<file path="src/rtl/sm4_pkg.sv">
// ---------------------------------------------------------------------------
// sm4_pkg
//   Definitions shared by the SM4 data path and the key-expansion path:
//   the FSM state encoding, the round count, the 8-bit S-box and the
//   data-path linear transform L.
// ---------------------------------------------------------------------------
package sm4_pkg;

   typedef logic [1:0] sm4_state_t;

   localparam sm4_state_t ST_IDLE = 2'd0;
   localparam sm4_state_t ST_RUN  = 2'd1;
   localparam sm4_state_t ST_DONE = 2'd2;

   localparam int SM4_ROUNDS = 32;

   localparam logic [7:0] SM4_SBOX [256] = '{
      8'hd6, 8'h90, 8'he9, 8'hfe, 8'hcc, 8'he1, 8'h3d, 8'hb7, 8'h16, 8'hb6, 8'h14, 8'hc2, 8'h28, 8'hfb, 8'h2c, 8'h05,
      8'h2b, 8'h67, 8'h9a, 8'h76, 8'h2a, 8'hbe, 8'h04, 8'hc3, 8'haa, 8'h44, 8'h13, 8'h26, 8'h49, 8'h86, 8'h06, 8'h99,
      8'h9c, 8'h42, 8'h50, 8'hf4, 8'h91, 8'hef, 8'h98, 8'h7a, 8'h33, 8'h54, 8'h0b, 8'h43, 8'hed, 8'hcf, 8'hac, 8'h62,
      8'he4, 8'hb3, 8'h1c, 8'ha9, 8'hc9, 8'h08, 8'he8, 8'h95, 8'h80, 8'hdf, 8'h94, 8'hfa, 8'h75, 8'h8f, 8'h3f, 8'ha6,
      8'h47, 8'h07, 8'ha7, 8'hfc, 8'hf3, 8'h73, 8'h17, 8'hba, 8'h83, 8'h59, 8'h3c, 8'h19, 8'he6, 8'h85, 8'h4f, 8'ha8,
      8'h68, 8'h6b, 8'h81, 8'hb2, 8'h71, 8'h64, 8'hda, 8'h8b, 8'hf8, 8'heb, 8'h0f, 8'h4b, 8'h70, 8'h56, 8'h9d, 8'h35,
      8'h1e, 8'h24, 8'h0e, 8'h5e, 8'h63, 8'h58, 8'hd1, 8'ha2, 8'h25, 8'h22, 8'h7c, 8'h3b, 8'h01, 8'h21, 8'h78, 8'h87,
      8'hd4, 8'h00, 8'h46, 8'h57, 8'h9f, 8'hd3, 8'h27, 8'h52, 8'h4c, 8'h36, 8'h02, 8'he7, 8'ha0, 8'hc4, 8'hc8, 8'h9e,
      8'hea, 8'hbf, 8'h8a, 8'hd2, 8'h40, 8'hc7, 8'h38, 8'hb5, 8'ha3, 8'hf7, 8'hf2, 8'hce, 8'hf9, 8'h61, 8'h15, 8'ha1,
      8'he0, 8'hae, 8'h5d, 8'ha4, 8'h9b, 8'h34, 8'h1a, 8'h55, 8'had, 8'h93, 8'h32, 8'h30, 8'hf5, 8'h8c, 8'hb1, 8'he3,
      8'h1d, 8'hf6, 8'he2, 8'h2e, 8'h82, 8'h66, 8'hca, 8'h60, 8'hc0, 8'h29, 8'h23, 8'hab, 8'h0d, 8'h53, 8'h4e, 8'h6f,
      8'hd5, 8'hdb, 8'h37, 8'h45, 8'hde, 8'hfd, 8'h8e, 8'h2f, 8'h03, 8'hff, 8'h6a, 8'h72, 8'h6d, 8'h6c, 8'h5b, 8'h51,
      8'h8d, 8'h1b, 8'haf, 8'h92, 8'hbb, 8'hdd, 8'hbc, 8'h7f, 8'h11, 8'hd9, 8'h5c, 8'h41, 8'h1f, 8'h10, 8'h5a, 8'hd8,
      8'h0a, 8'hc1, 8'h31, 8'h88, 8'ha5, 8'hcd, 8'h7b, 8'hbd, 8'h2d, 8'h74, 8'hd0, 8'h12, 8'hb8, 8'he5, 8'hb4, 8'hb0,
      8'h89, 8'h69, 8'h97, 8'h4a, 8'h0c, 8'h96, 8'h77, 8'h7e, 8'h65, 8'hb9, 8'hf1, 8'h09, 8'hc5, 8'h6e, 8'hc6, 8'h84,
      8'h18, 8'hf0, 8'h7d, 8'hec, 8'h3a, 8'hdc, 8'h4d, 8'h20, 8'h79, 8'hee, 8'h5f, 8'h3e, 8'hd7, 8'hcb, 8'h39, 8'h48
   };

   function automatic logic [7:0] sm4_sbox_byte(input logic [7:0] b);
      return SM4_SBOX[b];
   endfunction

   // L(B) = B ^ B<<<2 ^ B<<<10 ^ B<<<18 ^ B<<<24
   function automatic logic [31:0] sm4_l(input logic [31:0] b);
      return b ^ {b[29:0], b[31:30]} ^ {b[21:0], b[31:22]}
               ^ {b[13:0], b[31:14]} ^ {b[7:0], b[31:8]};
   endfunction

endpackage

</file>
<file path="src/rtl/sm4_tau.sv">
// ---------------------------------------------------------------------------
// sm4_tau
//   Non-linear substitution tau: the SM4 S-box applied to each byte of a word.
//   tau_in  [31:0]  input word
//   tau_out [31:0]  substituted word
// ---------------------------------------------------------------------------
module sm4_tau
   import sm4_pkg::*;
(
   input  logic [31:0] tau_in,
   output logic [31:0] tau_out
);

   assign tau_out = {sm4_sbox_byte(tau_in[31:24]), sm4_sbox_byte(tau_in[23:16]),
                     sm4_sbox_byte(tau_in[15:8]),  sm4_sbox_byte(tau_in[7:0])};

endmodule

</file>
<file path="src/rtl/sm4_round_core.sv">
// ---------------------------------------------------------------------------
// sm4_round_core
//   Iterative SM4 encrypt/decrypt data path, one round per clock, 32 rounds
//   per 128-bit block, valid/ready on input and output.
//   clk        rising-edge clock
//   rstn       asynchronous active-low reset
//   rk         round keys, rk0 in [1023:992] .. rk31 in [31:0]; held stable
//              from accept until the output handshake
//   mode       0 = encrypt, 1 = decrypt (sampled on accept)
//   din        input block {X0,X1,X2,X3} (sampled on accept)
//   in_valid   / in_ready   input handshake (in_ready only in IDLE)
//   dout       result {X35,X34,X33,X32}, held after the output handshake
//   out_valid  / out_ready  output handshake
//   busy       block in RUN or DONE
// ---------------------------------------------------------------------------
module sm4_round_core
   import sm4_pkg::*;
(
   input  logic          clk,
   input  logic          rstn,
   input  logic [1023:0] rk,
   input  logic          mode,
   input  logic [127:0]  din,
   input  logic          in_valid,
   output logic          in_ready,
   output logic [127:0]  dout,
   output logic          out_valid,
   input  logic          out_ready,
   output logic          busy
);

   localparam logic [4:0] LAST_ROUND = 5'(SM4_ROUNDS - 1);

   sm4_state_t    state_q, state_d;
   logic [4:0]    cnt_q,   cnt_d;
   logic          mode_q,  mode_d;
   logic [127:0]  x_q,     x_d;
   logic [127:0]  dout_q,  dout_d;

   logic [31:0]   x0, x1, x2, x3;
   logic [4:0]    rk_pos;
   logic [31:0]   rk_sel;
   logic [31:0]   t_word;
   logic [31:0]   tau_word;
   logic [31:0]   x_new;

   assign {x0, x1, x2, x3} = x_q;

   // rk word i sits at bit offset (31-i)*32, and 31-i == ~i for 5 bits, so
   // encrypt (rk[cnt]) uses ~cnt and decrypt (rk[31-cnt]) uses cnt directly.
   assign rk_pos = mode_q ? cnt_q : ~cnt_q;
   assign rk_sel = rk[{rk_pos, 5'b0} +: 32];
   assign t_word = x1 ^ x2 ^ x3 ^ rk_sel;

   sm4_tau u_tau (
      .tau_in  (t_word),
      .tau_out (tau_word)
   );

   assign x_new = x0 ^ sm4_l(tau_word);

   always_comb begin
      // NOTE: every _d gets its hold value first so no path through the case
      // leaves a signal unassigned, which would otherwise infer a latch.
      state_d = state_q;
      cnt_d   = cnt_q;
      mode_d  = mode_q;
      x_d     = x_q;
      dout_d  = dout_q;
      case (state_q)
         ST_IDLE: begin
            if (in_valid) begin
               x_d     = din;
               mode_d  = mode;
               cnt_d   = 5'd0;
               state_d = ST_RUN;
            end
         end
         ST_RUN: begin
            x_d   = {x1, x2, x3, x_new};
            cnt_d = cnt_q + 5'd1;
            if (cnt_q == LAST_ROUND) begin
               // final state is {X32,X33,X34,X35}; output is its word reversal
               dout_d  = {x_new, x3, x2, x1};
               state_d = ST_DONE;
            end
         end
         ST_DONE: begin
            if (out_ready) state_d = ST_IDLE;
         end
         default: state_d = ST_IDLE;
      endcase
   end

   // NOTE: state registers use non-blocking assignments so every flop samples
   // the pre-edge value of every other flop, independent of block ordering.
   always_ff @(posedge clk or negedge rstn) begin
      if (!rstn) begin
         state_q <= ST_IDLE;
         cnt_q   <= 5'd0;
         mode_q  <= 1'b0;
         x_q     <= '0;
         dout_q  <= '0;
      end else begin
         state_q <= state_d;
         cnt_q   <= cnt_d;
         mode_q  <= mode_d;
         x_q     <= x_d;
         dout_q  <= dout_d;
      end
   end

   assign in_ready  = (state_q == ST_IDLE);
   assign out_valid = (state_q == ST_DONE);
   assign busy      = (state_q == ST_RUN) || (state_q == ST_DONE);
   assign dout      = dout_q;

endmodule

</file>
<file path="config.mk">
export PLATFORM = sky130hd
export DESIGN_NAME = sm4_round_core
export DESIGN_NICKNAME = d
export VERILOG_FILES = /design/src/rtl/sm4_pkg.sv /design/src/rtl/sm4_tau.sv /design/src/rtl/sm4_round_core.sv
export SDC_FILE = /design/constraint.sdc
export NUM_CORES = 2
export LEC_CHECK = 0
export BUFFER_PORTS_ARGS = -buffer_cell sky130_fd_sc_hd__buf_2
export CORE_AREA = 4 4 495 497
export DETAILED_ROUTE_END_ITERATION = 12
export DIE_AREA = 0 0 499 501
export PLACE_DENSITY = 0.35
export SLEW_MARGIN = 25
export SYNTH_ARGS = -nofsm -noshare
export SYNTH_HDL_FRONTEND = slang
export SYNTH_SLANG_ARGS = --single-unit
</file>
<file path="constraint.sdc">
create_clock -name clk -period 6.2 [get_ports clk]
set_clock_uncertainty 0.15 [all_clocks]
set_input_delay 1.24 -clock clk [delete_from_list [all_inputs] [get_ports clk]]
set_output_delay 1.24 -clock clk [all_outputs]
set_load 0.005 [all_outputs]
</file>
==> run_results.csv <==
group,metric,value,unit
route,drt_iter0_drc,5734,
synthesis,syn_nets,5782,
grt,antenna_found_initial,221,
run,max_cap_viol_count,0,
die,die_w,499,um
sta,fmax,0.162,GHz
placement,dp.cells,10100,
clock_network,clockBufferDepth,3,
synthesis,synthArstFlopShare,100,%
worst_setup_path,required,6.50,ns
grt,grt_max_degree,211,
layout,fin_area,68800,sq um
synthesis,synth_seq_area_share,15.4,%
synthesis,synth_area,43000,sq um
sta,slew_violations,0,
die,dieArea,250000,sq um
min_path,min_from,"dout[126]",
clock_network,cts_made_buffers,36,
placement,detailed_place.area,63700,sq um
synthesis,synth_seq_cells,264,
die,rows,180,
sta,worst_pin_slew,1.05,ns
placement,pre_cts_slack,-1.50,ns
clock_network,clock_latency,0.61,ns
grt,grt_pass1_wl,536000,um
worst_setup_path,crit_start,"cnt_q[0]",
route,via_count,56800,
route,wl,415000,um
grt,grt_usage,31.5,%
worst_setup_path,worstSetupPathType,"register to register",
worst_setup_path,cp_max_fo,21,
worst_setup_path,end_kind,"register",
layout,nNetsFinal,8204,
die,initial_core_util,17.9,%
sta,finalWorstSetupSlack,0.0147,ns
clock_network,cts_tree,"done",
route,post_drt_wl_per_cell,39.6,um
layout,utilization,28.6,%
route,viasPerCell,5.42,
sta,rsz0062_at_grt,"true",
synthesis,syn_area_per_cell,9.35,sq um
placement,gp_congestion,0.989,
placement,dp_hpwl,354000,um
worst_setup_path,arrival,6.48,ns
synthesis,ys_types,128,
grt,grt_overflow,0,
worst_setup_path,reg2reg_from,"cnt_q[0]",
clock_network,cts.htree.levels,2,
layout,final_cells,10500,
layout,layout_commonest_cell,"buf_4",
sta,hold_viol_final,0,
layout,regArea,6630,sq um
layout,drive_above_1_share,55.7,%
synthesis,synth_edf_count,0,
layout,syn_to_final_growth,59.9,%
sta,finalSetupViolCount,0,
synthesis,yosysWarnings,0,
route,dr.pass1.iters,6,
clock_network,clock_sinks,264,
sta,maxSlewHeadroom,29.4,%
route,drc,0,
die,core_area,240000,sq um
layout,fillers,26000,
worst_setup_path,crit_path_start_kind,"register",
synthesis,ys.flop_type,"dfrtp_1",
outcome,status,"finished, final reports clean",
sta,final.period_utilization,99.8,%
layout,multi_input_comb_area,35300,sq um
route,ant_nets,0,
synthesis,synthCells,4603,
die,die_h,501,um
clock_network,cts_root_buf,"clkbuf_16",
placement,port_buffers,1287,
sta,post-route-min-period,6.19,ns
layout,final_cell_mix,"buf_4, buf_2, mux4_2, nand2_1, o21ai_0",
grt,first_global_vias,55300,
min_path,worstHoldPathType,"register to register",
clock_network,clk_pin_slew,0.08,ns
die,pin_count,1288,
==> worst max-delay path, cell delays in order, from the launching register on <==
cell and delay (ns):
dfrtp_4 0.56, buf_4 0.19, clkbuf_16 0.17, buf_4 0.15, buf_12 0.16, mux4_2 0.51
a22oi_1 0.12, and3_1 0.27, or3_4 0.41, o211ai_4 0.29, buf_12 0.16, buf_4 0.14
buf_4 0.12, nor2_2 0.04, buf_4 0.15, buf_4 0.13, o311ai_2 0.25, a31oi_1 0.09
a311o_1 0.34, a22oi_2 0.34, buf_12 0.18, xnor2_2 0.08, xnor2_2 0.37, xnor2_2 0.19
buf_4 0.17, mux2_2 0.25
==> repair_timing <==
action                                  CTS  global route
endpoints found under the setup margin   64            63
pin swaps                                27            63
resized for setup                       185           269
buffers inserted                         26            57
cloned                                    3             8
hold buffers                              0             0
==> Yosys cell counts (118+ instances only) <==
cell type | count | area (sq um)
a22oi_1 | 118 | 886
mux4_2 | 423 | 9530
a21oi_1 | 324 | 1620
nor2_1 | 235 | 882
clkbuf_1 | 154 | 578
mux2i_1 | 339 | 3390
mux2_2 | 138 | 1550
buf_2 | 189 | 946
o21ai_0 | 365 | 1830
xnor2_1 | 127 | 1110
dfrtp_1 | 264 | 6610
nand2_1 | 404 | 1520
==> stage by stage <==
| step | hold WS [ns] | TNS (ns) |
|---|---|---|
| 2_1_floorplan | 0.302 | 0 |
| 3_3_place_gp | 0.310 | -101.57 |
| 3_5_place_dp | 0.320 | -58.25 |
| 4_1_cts | 0.334 | -0.311 |
| 5_1_grt | 0.355 | -0.261 |
| 6_report | 0.330 | 0 |
==> kinds of logic after synthesis <==
kind of cell / count (synthesis) / share of synthesized area (%)
simple gates: 962 / 10.1
buf+inv: 552 / 7.51
flops: 264 / 15.4
xor+xnor: 220 / 5.38
mux: 911 / 34.3
compound gates: 1669 / 26.6
fa+ha+maj: 25 / 0.710
==> final timing paths <==
path                                   to  slack [ns]  depth (start not counted)
worst max register to register  dout[119]        0.01                         25
worst max-delay path            dout[119]        0.01                         25
worst min-delay path            dout[126]        0.33                          2
worst min register to register  dout[126]        0.33                          2
max in group asynchronous          mode_q        4.20                          2
min in group asynchronous        dout[67]        0.44                          1
==> layout make-up <==
type	instances	share of cell area, %
clock buffers	51	1.49
diodes	235	0.855
flip-flops and latches	264	9.64
clock inverters	13	0.220
inverters	39	0.217
multi-input cells	3787	51.3
well taps	3185	5.80
repair buffers	2897	30.5
==> sequential cells by signal (all words and copies together), names as in the netlist <==
name and cells:
x_q 128, mode_q 1, dout 128, cnt_q 5, state_q 2
==> per-layer routing <==
metal | vias up | wire length, um | global-route usage [%]
met5 | - | 566 | 0
met4 | 86 | 26300 | 16.2
met3 | 729 | 31200 | 7.00
met2 | 3060 | 192000 | 51.8
met1 | 29200 | 165000 | 38.7
li1 | 23600 | - | -
Power is left out: the tool's default activity adds up to more than one toggle a clock period on the data nets, which glitch-free logic cannot reach.
